File: src/rtl/wb_multi_arb_if.sv
// wb_multi_arb_if: lane-in / retire-out bundle of the writeback stage.
// master = producer lanes plus the register-file consumer, slave = the stage itself.
interface wb_multi_arb_if #(
   parameter int NCH   = 2,
   parameter int DBITS = 32,
   parameter int REGNO = 5,
   parameter int CSRNO = 12,
   parameter int LW    = (NCH > 1) ? $clog2(NCH) : 1
);
   logic                   flush;
   logic [NCH-1:0]         in_valid;
   logic [NCH-1:0]         in_ready;
   logic [NCH-1:0]         in_wr_reg;
   logic [NCH*REGNO-1:0]   in_rd;
   logic [NCH-1:0]         in_wr_csr;
   logic [NCH*CSRNO-1:0]   in_csrno;
   logic [NCH*DBITS-1:0]   in_val;
   logic [NCH*DBITS-1:0]   in_pc;
   logic                   wr_reg;
   logic [REGNO-1:0]       wregno;
   logic                   wr_csr;
   logic [CSRNO-1:0]       wcsrno;
   logic [DBITS-1:0]       regval;
   logic                   ret_valid;
   logic [DBITS-1:0]       ret_pc;
   logic [LW-1:0]          ret_lane;
   logic [DBITS-1:0]       ret_count;

   modport master (
      output flush, in_valid, in_wr_reg, in_rd, in_wr_csr, in_csrno, in_val, in_pc,
      input  in_ready, wr_reg, wregno, wr_csr, wcsrno, regval,
             ret_valid, ret_pc, ret_lane, ret_count
   );

   modport slave (
      input  flush, in_valid, in_wr_reg, in_rd, in_wr_csr, in_csrno, in_val, in_pc,
      output in_ready, wr_reg, wregno, wr_csr, wcsrno, regval,
             ret_valid, ret_pc, ret_lane, ret_count
   );
endinterface

File: src/rtl/wb_multi_arb.sv
// wb_multi_arb: per-lane FIFOs feeding a round-robin retire arbiter.
// One entry retires per cycle; a popped entry passes a stage register and
// then the output register, so it is visible two edges after acceptance.
module wb_multi_arb #(
   parameter int NCH   = 2,
   parameter int DEPTH = 4,
   parameter int DBITS = 32,
   parameter int REGNO = 5,
   parameter int CSRNO = 12
) (
   input  logic            clk,
   input  logic            reset,
   wb_multi_arb_if.slave   bus
);
   localparam int LW = (NCH > 1) ? $clog2(NCH) : 1;
   localparam int PW = $clog2(DEPTH);

   typedef struct packed {
      logic             wr_reg;
      logic [REGNO-1:0] rd;
      logic             wr_csr;
      logic [CSRNO-1:0] csrno;
      logic [DBITS-1:0] val;
      logic [DBITS-1:0] pc;
   } entry_t;

   entry_t           mem [NCH][DEPTH];
   logic [PW-1:0]    wr_ptr [NCH];
   logic [PW-1:0]    rd_ptr [NCH];
   logic [PW:0]      count  [NCH];
   logic [LW-1:0]    grant_ptr;

   logic             stg_valid;
   entry_t           stg;
   logic [LW-1:0]    stg_lane;

   entry_t           in_entry [NCH];
   logic [NCH-1:0]   push;
   logic [NCH-1:0]   pop_vec;
   logic             pop_valid;
   logic [LW-1:0]    pop_lane;
   logic [LW-1:0]    cand;

   // Ready is "not full" taken straight from the registered occupancy.
   for (genvar i = 0; i < NCH; i++) begin : g_ready
      assign bus.in_ready[i] = (count[i] != (PW+1)'(DEPTH));
   end

   // Unpack the flat lane buses and qualify pushes (flush blocks them).
   always_comb begin
      for (int i = 0; i < NCH; i++) begin
         in_entry[i] = '{wr_reg: bus.in_wr_reg[i],
                         rd:     bus.in_rd[i*REGNO +: REGNO],
                         wr_csr: bus.in_wr_csr[i],
                         csrno:  bus.in_csrno[i*CSRNO +: CSRNO],
                         val:    bus.in_val[i*DBITS +: DBITS],
                         pc:     bus.in_pc[i*DBITS +: DBITS]};
      end
      push = bus.in_valid & bus.in_ready & {NCH{~bus.flush}};
   end

   // Round-robin pick: first non-empty lane after the last granted one.
   always_comb begin
      // NOTE: every output of this block gets a default first, so no path can infer a latch.
      pop_valid = 1'b0;
      pop_lane  = '0;
      cand      = '0;
      pop_vec   = '0;
      for (int k = 1; k <= NCH; k++) begin
         cand = LW'((int'(grant_ptr) + k) % NCH);
         if (!pop_valid && count[cand] != '0) begin
            pop_valid = 1'b1;
            pop_lane  = cand;
         end
      end
      for (int i = 0; i < NCH; i++) begin
         pop_vec[i] = pop_valid && (pop_lane == LW'(i));
      end
   end

   // Entry storage: write the tail of each lane that pushes.
   always_ff @(posedge clk) begin
      // NOTE: storage is deliberately not reset; counts and pointers decide which slots are live.
      for (int i = 0; i < NCH; i++) begin
         if (push[i]) mem[i][wr_ptr[i]] <= in_entry[i];
      end
   end

   // Pointers, occupancy, grant pointer, retire pipeline and outputs.
   always_ff @(posedge clk) begin
      // NOTE: all state uses non-blocking assignment so every reader sees pre-edge values.
      if (reset) begin
         for (int i = 0; i < NCH; i++) begin
            wr_ptr[i] <= '0;
            rd_ptr[i] <= '0;
            count[i]  <= '0;
         end
         grant_ptr     <= LW'(NCH - 1);
         stg_valid     <= 1'b0;
         stg           <= '0;
         stg_lane      <= '0;
         bus.ret_valid <= 1'b0;
         bus.wr_reg    <= 1'b0;
         bus.wregno    <= '0;
         bus.wr_csr    <= 1'b0;
         bus.wcsrno    <= '0;
         bus.regval    <= '0;
         bus.ret_pc    <= '0;
         bus.ret_lane  <= '0;
         bus.ret_count <= '0;
      end else if (bus.flush) begin
         // Drop everything buffered or in flight; grant pointer and counter survive.
         for (int i = 0; i < NCH; i++) begin
            wr_ptr[i] <= '0;
            rd_ptr[i] <= '0;
            count[i]  <= '0;
         end
         stg_valid     <= 1'b0;
         stg           <= '0;
         stg_lane      <= '0;
         bus.ret_valid <= 1'b0;
         bus.wr_reg    <= 1'b0;
         bus.wregno    <= '0;
         bus.wr_csr    <= 1'b0;
         bus.wcsrno    <= '0;
         bus.regval    <= '0;
         bus.ret_pc    <= '0;
         bus.ret_lane  <= '0;
      end else begin
         for (int i = 0; i < NCH; i++) begin
            if (push[i])    wr_ptr[i] <= wr_ptr[i] + PW'(1);
            if (pop_vec[i]) rd_ptr[i] <= rd_ptr[i] + PW'(1);
            count[i] <= count[i] + (PW+1)'(push[i]) - (PW+1)'(pop_vec[i]);
         end
         if (pop_valid) grant_ptr <= pop_lane;
         stg_valid <= pop_valid;
         stg       <= pop_valid ? mem[pop_lane][rd_ptr[pop_lane]] : '0;
         stg_lane  <= pop_valid ? pop_lane : '0;
         // Stage fields are zero when empty, so idle cycles drive zeros.
         bus.ret_valid <= stg_valid;
         bus.wr_reg    <= stg_valid && stg.wr_reg && (stg.rd != '0);
         bus.wregno    <= stg.rd;
         bus.wr_csr    <= stg_valid && stg.wr_csr;
         bus.wcsrno    <= stg.csrno;
         bus.regval    <= stg.val;
         bus.ret_pc    <= stg.pc;
         bus.ret_lane  <= stg_lane;
         if (stg_valid) bus.ret_count <= bus.ret_count + DBITS'(1);
      end
   end
endmodule
File: src/flat_wrapper.sv
// flat-port wrapper written by rule: the top's interface ports become plain ports
module wb_multi_arb_flat 
#(
   parameter int NCH   = 2,
   parameter int DEPTH = 4,
   parameter int DBITS = 32,
   parameter int REGNO = 5,
   parameter int CSRNO = 12
)
  (clk, reset, bus_flush, bus_in_valid, bus_in_wr_reg, bus_in_rd, bus_in_wr_csr, bus_in_csrno, bus_in_val, bus_in_pc, bus_in_ready, bus_wr_reg, bus_wregno, bus_wr_csr, bus_wcsrno, bus_regval, bus_ret_valid, bus_ret_pc, bus_ret_lane, bus_ret_count);
  wb_multi_arb_if #(.NCH(NCH), .DBITS(DBITS), .REGNO(REGNO), .CSRNO(CSRNO)) bus_i ();
  input  logic clk;
  input  logic reset;
  input wire logic [$bits(bus_i.flush)-1:0] bus_flush;
  input wire logic [$bits(bus_i.in_valid)-1:0] bus_in_valid;
  input wire logic [$bits(bus_i.in_wr_reg)-1:0] bus_in_wr_reg;
  input wire logic [$bits(bus_i.in_rd)-1:0] bus_in_rd;
  input wire logic [$bits(bus_i.in_wr_csr)-1:0] bus_in_wr_csr;
  input wire logic [$bits(bus_i.in_csrno)-1:0] bus_in_csrno;
  input wire logic [$bits(bus_i.in_val)-1:0] bus_in_val;
  input wire logic [$bits(bus_i.in_pc)-1:0] bus_in_pc;
  output wire logic [$bits(bus_i.in_ready)-1:0] bus_in_ready;
  output wire logic [$bits(bus_i.wr_reg)-1:0] bus_wr_reg;
  output wire logic [$bits(bus_i.wregno)-1:0] bus_wregno;
  output wire logic [$bits(bus_i.wr_csr)-1:0] bus_wr_csr;
  output wire logic [$bits(bus_i.wcsrno)-1:0] bus_wcsrno;
  output wire logic [$bits(bus_i.regval)-1:0] bus_regval;
  output wire logic [$bits(bus_i.ret_valid)-1:0] bus_ret_valid;
  output wire logic [$bits(bus_i.ret_pc)-1:0] bus_ret_pc;
  output wire logic [$bits(bus_i.ret_lane)-1:0] bus_ret_lane;
  output wire logic [$bits(bus_i.ret_count)-1:0] bus_ret_count;
  assign bus_i.flush = bus_flush;
  assign bus_i.in_valid = bus_in_valid;
  assign bus_i.in_wr_reg = bus_in_wr_reg;
  assign bus_i.in_rd = bus_in_rd;
  assign bus_i.in_wr_csr = bus_in_wr_csr;
  assign bus_i.in_csrno = bus_in_csrno;
  assign bus_i.in_val = bus_in_val;
  assign bus_i.in_pc = bus_in_pc;
  assign bus_in_ready = bus_i.in_ready;
  assign bus_wr_reg = bus_i.wr_reg;
  assign bus_wregno = bus_i.wregno;
  assign bus_wr_csr = bus_i.wr_csr;
  assign bus_wcsrno = bus_i.wcsrno;
  assign bus_regval = bus_i.regval;
  assign bus_ret_valid = bus_i.ret_valid;
  assign bus_ret_pc = bus_i.ret_pc;
  assign bus_ret_lane = bus_i.ret_lane;
  assign bus_ret_count = bus_i.ret_count;
  wb_multi_arb #(.NCH(NCH), .DEPTH(DEPTH), .DBITS(DBITS), .REGNO(REGNO), .CSRNO(CSRNO)) u_core (.clk(clk), .reset(reset), .bus(bus_i));
endmodule
File: config.mk
export PLATFORM = sky130hd
export DESIGN_NAME = wb_multi_arb_flat
export DESIGN_NICKNAME = d
export VERILOG_FILES = /design/src/rtl/wb_multi_arb_if.sv /design/src/rtl/wb_multi_arb.sv /design/src/flat_wrapper.sv
export SDC_FILE = /design/constraint.sdc
export NUM_CORES = 1
export LEC_CHECK = 0
export CORE_AREA = 2 2 304 306
export DETAILED_ROUTE_END_ITERATION = 16
export DIE_AREA = 0 0 306 308
export SLEW_MARGIN = 10
export SYNTH_ARGS = -nofsm -noshare
export SYNTH_HDL_FRONTEND = slang
export SYNTH_SLANG_ARGS = --single-unit
File: constraint.sdc
create_clock -name clk -period 3.15 [get_ports clk]
set_input_delay 0.315 -clock clk [delete_from_list [all_inputs] [get_ports clk]]
set_output_delay 0.315 -clock clk [all_outputs]
set_load 0.01 [all_outputs]
==> impl_metrics.json <==
{
  "layout_commonest_cell": "edfxtp_1",
  "ctsResizeCount": 0,
  "hold_path.startpoint": "bus_in_csrno[11]",
  "post-route-util_pct": 43.1,
  "hold_viol_final": 0,
  "r2r_setup_slack_ns": 0.45,
  "peakVddDrop_v": 0.000452,
  "async_reset_ff_share_pct": 0,
  "layout_common_cells": "edfxtp_1, clkdlybuf4s50_1, dfxtp_1",
  "worstSetupStartpointType": "flip-flop",
  "synth_ff_type": "edfxtp_1",
  "startpoint": "u_core.count[1][1]$_SDFFCE_PN0P_",
  "clock_latency_ns": 0.66,
  "reg2reg_from": "u_core.count[1][1]$_SDFFCE_PN0P_",
  "slew_viol_final": 0,
  "antenna_left": 0,
  "netlist.area_leader.share_pct": 64.6,
  "netlist_instances": 1690,
  "grtUsageTotal_pct": 15.6,
  "critPathRequiredTime_ns": 3.51,
  "cts.sinks": 882,
  "synth_area_leaders": "edfxtp_1, dfxtp_1, mux4_2",
  "die_height_um": 308,
  "grt_pass1_wl_um": 109000,
  "slew_headroom_pct": 39.3,
  "numPortBuffers": 289,
  "drtIter0Drc": 945,
  "routed_wl_um": 73500,
  "timing.final.crit_share_pct": 85.8,
  "max_freq_ghz": 0.370,
  "grt_max_degree": 89,
  "tritoncts": "done",
  "fill_cells": 7866,
  "post-route-drc-count": 0,
  "die_area_um2": 94200,
  "htreeDepth": 3,
  "dp_slack_ns": 0.412,
  "worstMarginPinSlew_ns": 0.910,
  "p_leak_uw": 0.0128,
  "cts-hold-fix-buffers": 0,
  "wl_per_cell_um": 22.3,
  "ys_warn_count": 0,
  "dp_hpwl_um": 43800,
  "core_um2": 91000,
  "grt_pass1_vias": 17000,
  "ios": 290,
  "clk_path_buf_depth": 3,
  "path_clk_slew_ns": 0.06,
  "syn_to_final_growth_pct": 24.4,
  "finalNetCount": 2217,
  "worstPathArrival_ns": 3.06,
  "hp-class": "primary input to flip-flop",
  "power_density_nw_per_um2": 659,
  "ys_seq_area_share_pct": 77.5,
  "rsz0062_at_grt": "false",
  "initial_core_util_pct": 34.7,
  "end_kind": "flip-flop",
  "crit_type": "flip-flop to flip-flop",
  "cp_max_fo": 4,
  "yosysUniqueCellTypes": 43,
  "vias": 16100,
  "finalSetupTns_ns": 0,
  "synth_area_leader_cell": "edfxtp_1",
  "post-cts-setup-buffer-count": 0,
  "drive_gt1_share_pct": 17.1,
  "vias_per_cell": 4.88,
  "synth_edf_count": 678,
  "die_w_um": 306,
  "hold_ws_ns": 0.287,
  "gp_congestion": 0.765,
  "syn_area_um2": 31500,
  "skew_ns": 0.0521,
  "period_needed_ns": 2.70,
  "antenna_found_initial": 20,
  "grt-ovfl-total": 0,
  "setup_ws_ns": 0.448,
  "drv_cap": 0,
  "cts-buffers-inserted": 92,
  "first_pass_iters": 5,
  "syn_avg_cell_area_um2": 18.7,
  "cts-root-buf": "clkbuf_16",
  "status": "finished, final reports clean",
  "rows": 111,
  "setup_violations": 0,
  "largest_register_ffs": 664,
  "yosys_register_bits": 882
}
cells by family (layout without fill, tap and decap cells):
group / count (synthesis) / after routing / share of synthesized area, %
AOI/OAI and AO/OA: 132 / 132 / 2.25
xor gates and xnor gates: 16 / 16 / 0.444
adders and majority gates: 15 / 15 / 0.643
buffers and inverters: 108 / 521 / 1.45
DFF: 882 / 882 / 77.5
muxes: 167 / 167 / 11.9
other: 1 / 11 / 0.0119
and+or+nand+nor: 369 / 369 / 5.81
Yosys cell counts, drive strengths merged (8+ instances only):
master	count
edfxtp	678
dfxtp	204
nand2	183
mux4	166
a21oi	105
and2	94
clkbuf	59
buf	28
nor2	22
inv	20
or4	17
o31ai	16
ha	13
nand3	13
xnor2	10
nor3	8
o21ai	8
where the power goes:
group / switching (uW) / total, uW / internal (uW) / leakage [uW]
combinational: 1130 / 2110 / 982 / 0.00351
sequential: 98.0 / 13000 / 12900 / 0.00783
clock: 4420 / 10700 / 6330 / 0.00148
final cells by class:
cell class | count | area [um2] | area share [%]
Inverter | 20 | 77.6 | 0.198
Clock buffer | 129 | 2540 | 6.48
Timing Repair Buffer | 330 | 3460 | 8.83
Antenna cell | 5 | 12.5 | 0.0319
Tap cell | 1186 | 1480 | 3.78
Multi-Input combinational cell | 705 | 6700 | 17.1
Sequential cell | 882 | 24400 | 62.3
Clock inverter | 42 | 502 | 1.28
critical path: stages (launching register included):
cell and delay, ns:
edfxtp_1 0.44, nor3_1 0.44, a21oi_1 0.15, nor2_1 0.12, ha_1 0.24, inv_1 0.06, ha_1 0.13, inv_1 0.05
fa_1 0.41, xor2_1 0.18, xnor2_1 0.14, nor3_1 0.06
metrics by stage:
| step | total power, uW | std cells | cell area [um2] |
|---|---|---|---|
| floorplan | 14500 | 1695 | 31600 |
| global placement | 15400 | 3123 | 36200 |
| detailed placement | 15400 | 3123 | 36200 |
| CTS | 26200 | 3294 | 39200 |
| global route | 26800 | 3296 | 39200 |
| finish | 25900 | 3299 | 39200 |
final timing paths:
kind,endpoint,depth (start not counted)
min reg2reg,u_core.bus.regval[9]$_SDFF_PN0_,1
max,u_core.count[0][2]$_SDFFCE_PN0P_,11
min,u_core.mem[0][75]$_DFFE_PP_,1
max reg2reg,u_core.count[0][2]$_SDFFCE_PN0P_,11
per-layer routing:
layer	vias to the layer above	routed length [um]	track usage, %
li1	7211	-	-
met2	400	36200	26.3
met1	8311	30700	19.6
met4	34	1450	4.43
met5	-	225	0
met3	137	4940	4.43
(Power assumes the default switching activity.)
